==> config.mk <==
export PLATFORM = sky130hd
export DESIGN_NAME = spi_cmd_decoder
export DESIGN_NICKNAME = d
export VERILOG_FILES = /design/src/rtl/spi_cmd_pkg.sv /design/src/rtl/sync_edge_det.sv /design/src/rtl/spi_cmd_decoder.sv
export SDC_FILE = /design/constraint.sdc
export NUM_CORES = 1
export LEC_CHECK = 0
export CORE_MARGIN = 2
export CORE_UTILIZATION = 30
export DETAILED_ROUTE_END_ITERATION = 10
export PLACE_DENSITY = 0.55
export SLEW_MARGIN = 20
export SYNTH_ARGS = -nofsm -noshare
export SYNTH_HDL_FRONTEND = slang
export SYNTH_SLANG_ARGS = --single-unit
==> constraint.sdc <==
create_clock -name i_Clk -period 2.4 [get_ports i_Clk]
set_input_delay 0.24 -clock i_Clk [delete_from_list [all_inputs] [get_ports i_Clk]]
set_output_delay 0.24 -clock i_Clk [all_outputs]
set_load 0.03 [all_outputs]
==> src/rtl/spi_cmd_pkg.sv <==
// Shared definitions for the SPI command decoder: FSM encoding, header layout,
// frame length and the fixed bytes/words the decoder emits.
package spi_cmd_pkg;

    typedef enum logic [1:0] {
        ST_IDLE     = 2'd0,
        ST_HDR_DONE = 2'd1,
        ST_DATA_HI  = 2'd2,
        ST_DATA_LO  = 2'd3
    } state_e;

    localparam int          RW_BIT    = 7;
    localparam int          FRAME_LEN = 3;
    localparam logic [15:0] BAD_READ  = 16'hFFFF;
    localparam logic [7:0]  IDLE_TX   = 8'h00;

endpackage

==> src/rtl/sync_edge_det.sv <==
// Two-flop synchronizer for an asynchronous level plus a rising-edge detector.
// Flops reset high so a line that idles high produces no edge out of reset.
module sync_edge_det (
    input  logic clk,
    input  logic rst,
    input  logic i_async,
    output logic o_rise
);

    logic meta_q, meta_d;
    logic sync_q, sync_d;
    logic prev_q, prev_d;

    always_comb begin
        meta_d = i_async;
        sync_d = meta_q;
        prev_d = sync_q;
    end

    // NOTE: non-blocking assignments in clocked blocks so every flop samples pre-edge values.
    always_ff @(posedge clk or posedge rst) begin
        if (rst) begin
            meta_q <= 1'b1;
            sync_q <= 1'b1;
            prev_q <= 1'b1;
        end else begin
            meta_q <= meta_d;
            sync_q <= sync_d;
            prev_q <= prev_d;
        end
    end

    assign o_rise = sync_q & ~prev_q;

endmodule

==> src/rtl/spi_cmd_decoder.sv <==
// Decodes 3-byte SPI frames {RW,ADDR},DATA_HI,DATA_LO into register read/write
// strobes and schedules the MISO bytes (read data, then idle filler).
module spi_cmd_decoder
    import spi_cmd_pkg::*;
#(
    parameter int NUM_REGS = 16
) (
    input  logic        i_Clk,
    input  logic        i_Rst,
    input  logic        i_RX_DV,
    input  logic [7:0]  i_RX_Byte,
    input  logic        i_SPI_CS_n,
    output logic        o_TX_DV,
    output logic [7:0]  o_TX_Byte,
    output logic [6:0]  o_Addr,
    output logic        o_Wr_En,
    output logic [15:0] o_Wr_Data,
    output logic        o_Rd_En,
    input  logic [15:0] i_Rd_Data,
    output logic        o_Err,
    output logic [7:0]  o_Err_Count
);

    localparam logic [7:0] NUM_REGS_W = 8'(NUM_REGS);

    logic frame_end;

    sync_edge_det u_cs_sync (
        .clk     (i_Clk),
        .rst     (i_Rst),
        .i_async (i_SPI_CS_n),
        .o_rise  (frame_end)
    );

    state_e      state_q, state_d;
    logic        rw_q, rw_d;
    logic        bad_q, bad_d;
    logic [6:0]  addr_q, addr_d;
    logic [7:0]  data_hi_q, data_hi_d;
    logic        wr_en_q, wr_en_d;
    logic [15:0] wr_data_q, wr_data_d;
    logic        rd_en_q, rd_en_d;
    logic [1:0]  rd_wait_q, rd_wait_d;
    logic [15:0] shadow_q, shadow_d;
    logic        hi_pend_q, hi_pend_d;
    logic        lo_pend_q, lo_pend_d;
    logic        zero_pend_q, zero_pend_d;
    logic        tx_dv_q, tx_dv_d;
    logic [7:0]  tx_byte_q, tx_byte_d;
    logic        err_q, err_d;
    logic        err_pend_q, err_pend_d;
    logic [7:0]  err_cnt_q, err_cnt_d;

    logic byte_ok, abort, hdr_bad, cap_now;
    logic hi_req, lo_req, zero_req, err_req;

    // A frame-end beats a byte arriving in the same cycle.
    assign byte_ok = i_RX_DV & ~frame_end;
    assign abort   = frame_end & (state_q != ST_IDLE);
    assign hdr_bad = ({1'b0, i_RX_Byte[6:0]} >= NUM_REGS_W);
    assign cap_now = (rd_wait_q == 2'd1);

    // NOTE: every signal written here gets a default first, so no path can infer a latch.
    always_comb begin
        state_d     = state_q;
        rw_d        = rw_q;
        bad_d       = bad_q;
        addr_d      = addr_q;
        data_hi_d   = data_hi_q;
        wr_en_d     = 1'b0;
        wr_data_d   = wr_data_q;
        rd_en_d     = 1'b0;
        rd_wait_d   = rd_wait_q;
        shadow_d    = shadow_q;
        tx_dv_d     = 1'b0;
        tx_byte_d   = tx_byte_q;
        err_d       = 1'b0;
        err_cnt_d   = err_cnt_q;
        hi_req      = hi_pend_q;
        lo_req      = lo_pend_q;
        zero_req    = zero_pend_q;
        err_req     = err_pend_q;

        // Read data arrives the cycle after the read strobe.
        if (rd_wait_q != 2'd0) rd_wait_d = rd_wait_q - 2'd1;
        if (cap_now) begin
            shadow_d = bad_q ? BAD_READ : i_Rd_Data;
            hi_req   = 1'b1;
        end

        if (abort) begin
            state_d   = ST_IDLE;
            rd_wait_d = 2'd0;
            hi_req    = 1'b0;
            lo_req    = 1'b0;
            zero_req  = 1'b1;
            err_req   = 1'b1;
        end else if (byte_ok) begin
            case (state_q)
                ST_IDLE: begin
                    addr_d  = i_RX_Byte[6:0];
                    rw_d    = i_RX_Byte[RW_BIT];
                    bad_d   = hdr_bad;
                    state_d = ST_DATA_HI;
                    if (hdr_bad) err_req = 1'b1;
                    if (i_RX_Byte[RW_BIT]) begin
                        rd_en_d   = ~hdr_bad;
                        rd_wait_d = 2'd2;
                    end
                end
                ST_DATA_HI: begin
                    state_d = ST_DATA_LO;
                    if (rw_q) lo_req = 1'b1;
                    else      data_hi_d = i_RX_Byte;
                end
                ST_DATA_LO: begin
                    state_d  = ST_IDLE;
                    zero_req = 1'b1;
                    if (!rw_q && !bad_q) begin
                        wr_en_d   = 1'b1;
                        wr_data_d = {data_hi_q, i_RX_Byte};
                    end
                end
                default: state_d = ST_IDLE;
            endcase
        end

        // One TX pulse at most every other cycle; read bytes go out before the filler.
        if (!tx_dv_q) begin
            if (hi_req) begin
                tx_dv_d   = 1'b1;
                tx_byte_d = shadow_d[15:8];
                hi_req    = 1'b0;
            end else if (lo_req && rd_wait_d == 2'd0) begin
                tx_dv_d   = 1'b1;
                tx_byte_d = shadow_d[7:0];
                lo_req    = 1'b0;
            end else if (zero_req && !lo_req && rd_wait_d == 2'd0) begin
                tx_dv_d   = 1'b1;
                tx_byte_d = IDLE_TX;
                zero_req  = 1'b0;
            end
        end

        if (err_req && !err_q) begin
            err_d   = 1'b1;
            err_req = 1'b0;
            if (err_cnt_q != 8'hFF) err_cnt_d = err_cnt_q + 8'd1;
        end

        hi_pend_d   = hi_req;
        lo_pend_d   = lo_req;
        zero_pend_d = zero_req;
        err_pend_d  = err_req;
    end

    // NOTE: the 16-bit shadow is a plain register (not a memory), so it is reset with everything else.
    always_ff @(posedge i_Clk or posedge i_Rst) begin
        if (i_Rst) begin
            state_q     <= ST_IDLE;
            rw_q        <= 1'b0;
            bad_q       <= 1'b0;
            addr_q      <= '0;
            data_hi_q   <= '0;
            wr_en_q     <= 1'b0;
            wr_data_q   <= '0;
            rd_en_q     <= 1'b0;
            rd_wait_q   <= '0;
            shadow_q    <= '0;
            hi_pend_q   <= 1'b0;
            lo_pend_q   <= 1'b0;
            zero_pend_q <= 1'b0;
            tx_dv_q     <= 1'b0;
            tx_byte_q   <= '0;
            err_q       <= 1'b0;
            err_pend_q  <= 1'b0;
            err_cnt_q   <= '0;
        end else begin
            state_q     <= state_d;
            rw_q        <= rw_d;
            bad_q       <= bad_d;
            addr_q      <= addr_d;
            data_hi_q   <= data_hi_d;
            wr_en_q     <= wr_en_d;
            wr_data_q   <= wr_data_d;
            rd_en_q     <= rd_en_d;
            rd_wait_q   <= rd_wait_d;
            shadow_q    <= shadow_d;
            hi_pend_q   <= hi_pend_d;
            lo_pend_q   <= lo_pend_d;
            zero_pend_q <= zero_pend_d;
            tx_dv_q     <= tx_dv_d;
            tx_byte_q   <= tx_byte_d;
            err_q       <= err_d;
            err_pend_q  <= err_pend_d;
            err_cnt_q   <= err_cnt_d;
        end
    end

    assign o_TX_DV     = tx_dv_q;
    assign o_TX_Byte   = tx_byte_q;
    assign o_Addr      = addr_q;
    assign o_Wr_En     = wr_en_q;
    assign o_Wr_Data   = wr_data_q;
    assign o_Rd_En     = rd_en_q;
    assign o_Err       = err_q;
    assign o_Err_Count = err_cnt_q;

endmodule

==> summary.txt, run 1 <==
Synth
  • Synth top cells by count: 77 x dfrtp_1, 41 x mux2_2, 28 x nor2_1
  • Synthesized net count: roughly 300
  • Mux cell area share after synthesis: 13.45%
  • Complex-gate fraction of the synthesized area: about an eighth
  • Synth Area per Inst: around 13 sq um
  • Synth warn: 0
  • XOR/XNOR Fraction of Synth Area: ~1.3%
  • Ys async rst share: 100.0%
  • Post-Synth Simple-Gate Area: a little over a tenth
  • Top-area cell type share of the netlist area: a little under three fifths
  • Adder-Cell Fraction of Synth Area: less than 1%
  • Post-synth EDFFs: 0
  • Yosys cell types: 43
  • Synth Register Bits: 80
  • Post-Syn Instances: 272
  • Netlist Area Pre-Place: around 0.0034 sq mm
  • Top-count cell post-synth: dfrtp_1
  • Register area share after synthesis: ~58%
  • Synth top area cells: dfrtp_1 56%, mux2_2 13%, nor2_1 3.1%
  • Area leader, netlist: dfrtp_1
  • Dominant synthesized flop cell: dfrtp_1
  • Largest family of logic cells by synthesized area: multiplexers

Clock network
  • Hold Buf Count CTS: 0
  • CTS Buffer Depth: 2
  • Root Buffer: clkbuf_16
  • Clk_lat worst skew: 320 ps
  • Clock-pin slew on the worst setup and hold paths: approximately 50 ps
  • # H-tree levels: 3
  • CTS resizes: 0
  • # Post-CTS Setup Buffers: 0
  • TritonCTS Sinks: 80
  • CTS tree: yes
  • CTS buffer count: 9

Die
  • Core area: between 0.01 and 0.015 sq mm
  • Die Ht: ~110 microns
  • Die X: roughly 110 microns
  • Die area: ~0.012 sq mm
  • Row cnt: 39
  • Boundary pin count: 71
  • Initial Util: between 30 and 40%

Detailed routing
  • DRT Pass-1 Iters: 4
  • DRC errors left: 0
  • Detailed Route WL: approximately 7.1 mm
  • Post-DR wirelength/cell: roughly 14 microns
  • Vias: between 2000 and 2500
  • DRT iter0 DRCs: 90
  • Antenna Nets Post-Route: 0
  • Avg Vias per Cell: about 4.7

Power
  • Switch Pwr: approximately 1800 uW
  • Pwr dens: 1182 mW/mm^2
  • LEAKAGE: roughly 0.0020 uW
  • Logic pwr share: 34.6%
  • Switch share: between 30 and 40%
  • Int Pwr: about 3700 uW
  • Reg power frac: between 30% and 40%
  • Worst vdd ir: approximately 0.7 mV
  • Clock Power Share: 26.0%

STA
  • Final period util: between 80% and 90%
  • Fin Setup TNS: 0 ps
  • Relative slew slack: between 50% and 60%
  • RSZ-0062 raised after global routing: no
  • Fmax: approximately 470 MHz
  • Tmin final: between 2000 and 2500 ps
  • Clock skew: 4.708 ps
  • Slew Limit Fails: 0
  • Endpoints failing setup: 0
  • Final Hold Fails: 0
  • Worst-Margin Slew: between 600 and 700 ps

Critical path
  • Crit path DAT: 2320 ps
  • CP Launch Type: register
  • Crit path max fanout: 9
  • CP Class: reg2reg
  • CP required: 2610 ps
  • Crit. End Element: register

Global routing
  • Remaining global-route overflow: 0
  • Largest net degree at the start of global routing: 81
  • First-pass GRT wire length: around 12 mm
  • Vias in the first global route: 2331
  • Total track usage: about an eighth
  • Antenna violations before repair: 0

Min path
  • Tightest Hold Check Type: in2async

Flow run
  • Max-cap violations: 0

Layout
  • Diodes inserted: 0
  • Layout cells sized above 1: 23.65%
  • Final nets: roughly 380
  • Syn-to-layout area delta: 34.34%
  • Non-Filler Instances: 494

Placement
  • I/O Buffers: 70
  • Dpl hpwl: slightly below 5 mm
  • Inst Count DP: between 400 and 500
  • RD Place Congestion: 0.7173

Outcome
  • Outcome: finished, final reports clean
[routing by layer]
layer	up-vias	GRT usage [%]	wire, microns
met5	-	0	0
met2	43	18.65	3484
met3	5	1.804	193
li1	1120	-	-
met1	1167	16.26	3288
met4	0	6.000	87
[registers in the layout, indices dropped and copies added (netlist names), 2 cells and up]
signal / cells
o_Addr: 7
data_hi_q: 8
shadow_q: 16
o_Wr_Data: 16
rd_wait_q: 2
o_Err_Count: 8
o_TX_Byte: 8
state_q: 2
[layout by cell type (no fill, tap or decap), types with 2 or more instances in the layout]
cell	instances
nor3_2	2
clkdlybuf4s50_1	70
dfrtp_1	77
dfstp_2	3
nand2_1	20
bufinv_16	2
and3_1	2
and2_1	2
a21oi_1	5
a31o_2	8
inv_1	6
a32o_1	8
buf_4	6
xnor2_1	4
clkbuf_16	9
nor3_1	2
a21o_1	8
mux2_2	41
nand2b_1	5
nor2_1	28
nand4_1	4
o21ai_0	12
nand3_1	2
[per-stage QoR]
step | setup slack [ps] | total power [uW] | util, % | instance area, sq um | hold slack (ps)
6_report | 284.5 | 5448 | 40.90 | 4611 | 329.0
5_1_grt | 181.3 | 5757 | 40.90 | 4611 | 314.4
4_1_cts | 273.9 | 5526 | 40.90 | 4611 | 319.5
3_5_place_dp | 207.7 | 4080 | 38.15 | 4300 | 348.4
3_3_place_gp | 241.9 | 4043 | 38.15 | 4300 | 348.4
2_1_floorplan | 113.2 | 3304 | - | 3432 | 244.5
[critical path, cell delays in order (launching register included)]
cell and delay (ps):
dfstp_2 510, nand2b_1 300, nand2_1 100, a221o_1 360, o211ai_4 350, mux2_2 380
[power by group through the flow]
stage | clock (uW) | combinational (uW) | sequential (uW)
floorplan | 0 | 717 | 2590
global placement | 0 | 1880 | 2160
detailed placement | 0 | 1900 | 2180
CTS | 1460 | 1910 | 2160
global route | 1520 | 2020 | 2220
finish | 1420 | 1880 | 2150
[cell families after synthesis]
| group | after synthesis |
|---|---|
| DFF | 80 |
| and+or+nand+nor | 74 |
| AOI/OAI and AO/OA | 52 |
| muxes | 41 |
| buffers and inverters | 19 |
| xor gates and xnor gates | 5 |
| adders and majority gates | 1 |
[path summary, 6_finish.rpt]
kind | slack (ps) | depth (start not counted) | endpoint | startpoint
worst max-delay path | 280 | 5 | o_TX_Byte[6] | u_cs_sync.prev_q
worst min-delay path | 330 | 3 | o_Wr_Data[1] | i_Rst
worst max register to register | 280 | 5 | o_TX_Byte[6] | u_cs_sync.prev_q
worst min register to register | 350 | 0 | u_cs_sync.prev_d | u_cs_sync.meta_q
max in group asynchronous | 1730 | 3 | u_cs_sync.meta_q | i_Rst
min in group i_Clk | 330 | 1 | u_cs_sync.meta_q | i_SPI_CS_n
[layout make-up]
cell class	instances	area, sq um
clock inverter	3	67.56
tap	143	178.9
timing repair buffer	77	765.7
fill	1074	6661
inverter	7	27.53
sequential	80	2006
clock buffer	11	242.7
multi-input combinational	173	1323
(Power assumes the default switching activity.)
==> run 2: changes to the inputs <==
--- a/config.mk
+++ b/config.mk
@@ -5,10 +5,11 @@
 export SDC_FILE = /design/constraint.sdc
 export NUM_CORES = 1
 export LEC_CHECK = 0
-export CORE_MARGIN = 2
+export CELL_PAD_IN_SITES_DETAIL_PLACEMENT = 1
+export CELL_PAD_IN_SITES_GLOBAL_PLACEMENT = 1
 export CORE_UTILIZATION = 30
 export DETAILED_ROUTE_END_ITERATION = 10
-export PLACE_DENSITY = 0.55
+export PLACE_DENSITY = 0.66
 export SLEW_MARGIN = 20
 export SYNTH_ARGS = -nofsm -noshare
 export SYNTH_HDL_FRONTEND = slang
==> run 2 against run 1 <==
Against the previous run:
- register-to-register slack better by 30 ps
- power grew 3.8%
- critical endpoint is now o_TX_Byte[5]
- hold slack worse by 56 ps
- final cell count is 0.20% lower
- clock power is 13% higher
- clock-buffer cell count down 2
==> summary.txt, run 2 (synthesis results as in run 1) <==
STA
  • Clock skew: 9.269 ps (+4.561 ps)
  • Endpoints failing setup: 0 (unchanged)
  • Final setup margin: 314.8 ps (+30.27 ps)
  • Slew Limit Fails: 0 (unchanged)
  • Relative slew slack: 59.04% (+0.11 points)
  • RSZ-0062 raised after global routing: no
  • Fin Setup TNS: 0 ps (unchanged)
  • Final period util: 86.88% (-1.3 points)
  • Final Hold Fails: 0 (unchanged)
  • Fmax: 479.6 MHz (+1.5%)
  • Worst-Margin Slew: 614.3 ps (-1.720 ps)
  • Tmin final: 2085 ps (-30.27 ps)

Detailed routing
  • Detailed Route WL: 7.561 mm (+7.2%)
  • DRC errors left: 0 (unchanged)
  • Avg Vias per Cell: 4.746 (+0.42%)
  • DRT iter0 DRCs: 68 (-24%)
  • DRT Pass-1 Iters: 4 (unchanged)
  • Vias: 2340 (+0.21%)
  • Post-DR wirelength/cell: 15.34 microns (+7.4%)
  • Antenna Nets Post-Route: 0 (unchanged)

Critical path
  • Crit-path max cell delay: 520 ps (about the same)
  • CP required: 2620 ps (about the same)
  • Crit. End Element: register
  • Crit path max-delay family: compound AO/OA/AOI/OAI gates
  • Crit. Startpoint: u_cs_sync.prev_q
  • CP Launch Type: register
  • Buf/Inv on CP: 0 (unchanged)
  • Reg2reg start: u_cs_sync.prev_q
  • Crit path DAT: 2300 ps (-20 ps)
  • Crit path max fanout: 9 (unchanged)
  • Slowest-stage cell, CP: dfstp_2
  • Worst path cell trace: nand2b_1, nand2_1, a221o_1, o211ai_4, mux2_2
  • CP Class: reg2reg

Power
  • LEAKAGE: 0.002063 uW (+1.3%)
  • Worst vdd ir: 0.6152 mV (-12%)
  • Pwr dens: 1213 mW/mm^2 (+2.7%)

Layout
  • Commonest non-fill, non-tap cells in the layout: 77 x dfrtp_1, 70 x clkdlybuf4s50_1, 41 x mux2_2, 28 x nor2_1, 20 x nand2_1
  • Commonest non-fill, non-tap cell in the layout: dfrtp_1
  • Layout cells sized above 1: 24.36% (+0.72 points)
  • Final nets: 377 (unchanged)
  • Non-Filler Instances: 493 (-0.20%)
  • Diodes inserted: 0 (unchanged)
  • Syn-to-layout area delta: 35.80%

Outcome
  • Outcome: finished, final reports clean

Placement
  • Pre-CTS WS: 174.9 ps (-32.79 ps)
  • RD Place Congestion: 0.7341 (+2.3%)
  • Dpl hpwl: 5.323 mm (+8.5%)
  • I/O Buffers: 70 (unchanged)
  • Inst Count DP: 477 (-0.63%)

Clock network
  • # H-tree levels: 3 (unchanged)
  • Clock-pin slew on the worst setup and hold paths: 70 ps (+20 ps)
  • Clk_lat worst skew: 340 ps (+20 ps)
  • CTS tree: yes
  • TritonCTS Sinks: 80 (unchanged)
  • Hold Buf Count CTS: 0 (unchanged)
  • # Post-CTS Setup Buffers: 0 (unchanged)
  • CTS resizes: 0 (unchanged)
  • CTS buffer count: 9 (unchanged)
  • Root Buffer: clkbuf_16
  • CTS Buffer Depth: 2 (unchanged)

Die
  • Row cnt: 38 (-2.6%)
  • Initial Util: 31.25% (+0.80 points)
  • Core area: 0.01098 sq mm (-2.6%)
  • Die area: 0.01187 sq mm (-3.6%)
  • Boundary pin count: 71 (unchanged)
  • Die X: 109.0 microns (-1.8%)
  • Die Ht: 109.0 microns (-1.8%)

Global routing
  • Largest net degree at the start of global routing: 41 (-49%)
  • First-pass GRT wire length: 12.62 mm (+7.0%)
  • Remaining global-route overflow: 0 (unchanged)
  • Total track usage: 14.21% (+2.3 points)
  • Antenna violations before repair: 0 (unchanged)
  • Vias in the first global route: 2405 (+3.2%)

Min path
  • Tightest Hold Check Type: in2async

Flow run
  • Max-cap violations: 0 (unchanged)
[run 2: cell count changes in the layout (fill, tap and decap cells not counted)]
cell	change
buf_12	+1
buf_4	-1
bufinv_16	+1
clkbuf_1	-1
clkbuf_8	-1
inv_6	+2
inv_8	+1
[run 2: worst register-to-register path, stage by stage (launching register included)]
cell,delay (ps)
dfstp_2,520
nand2b_1,280
nand2_1,90
a221o_1,360
o211ai_4,350
mux2_2,380
[run 2: stage by stage]
step	util (%)	hold WS, ps	total power (uW)	instance area [sq um]
after floorplan	-	244.5	3304	3432
after global placement	39.23	347.1	4042	4309
after detailed placement	39.23	352.2	4096	4309
after CTS	42.44	294.2	5729	4661
after global routing	42.44	335.9	5962	4661
final	42.44	272.9	5655	4661
[run 2: layout make-up]
cell class	instances	area, sq um
Timing Repair Buffer	77	778.2
Sequential cell	80	2006
Clock inverter	7	126.4
Clock buffer	9	225.2
Tap cell	140	175.2
Inverter	7	27.53
Fill cell	1182	6322
Multi-Input combinational cell	173	1323
[run 2: routing by layer]
metal  vias up  track usage [%]  wire length, microns
li1       1116                -                     -
met1      1177            19.77                  3612
met2        38            21.34                  3584
met3         9            2.750                   214
met4         0            6.371                   149
met5         -                0                     0
[run 2: path summary, 6_finish.rpt]
path / to / slack (ps) / cells past startpoint
max in group asynchronous: o_TX_Byte[5] / 1450 / 3
min in group i_Clk: u_cs_sync.meta_q / 320 / 1
max reg2reg: o_TX_Byte[5] / 310 / 5
min reg2reg: u_cs_sync.prev_d / 360 / 0
max: o_TX_Byte[5] / 310 / 5
min: data_hi_q[6] / 270 / 2
[run 2: report_power, final]
| group | internal, uW | switching (uW) | total (uW) | leakage, uW |
|---|---|---|---|---|
| clock | 1030 | 577 | 1610 | 0.000169 |
| combinational | 900 | 993 | 1890 | 0.000886 |
| sequential | 1830 | 320 | 2150 | 0.00101 |
| total | 3760 | 1890 | 5660 | 0.00206 |
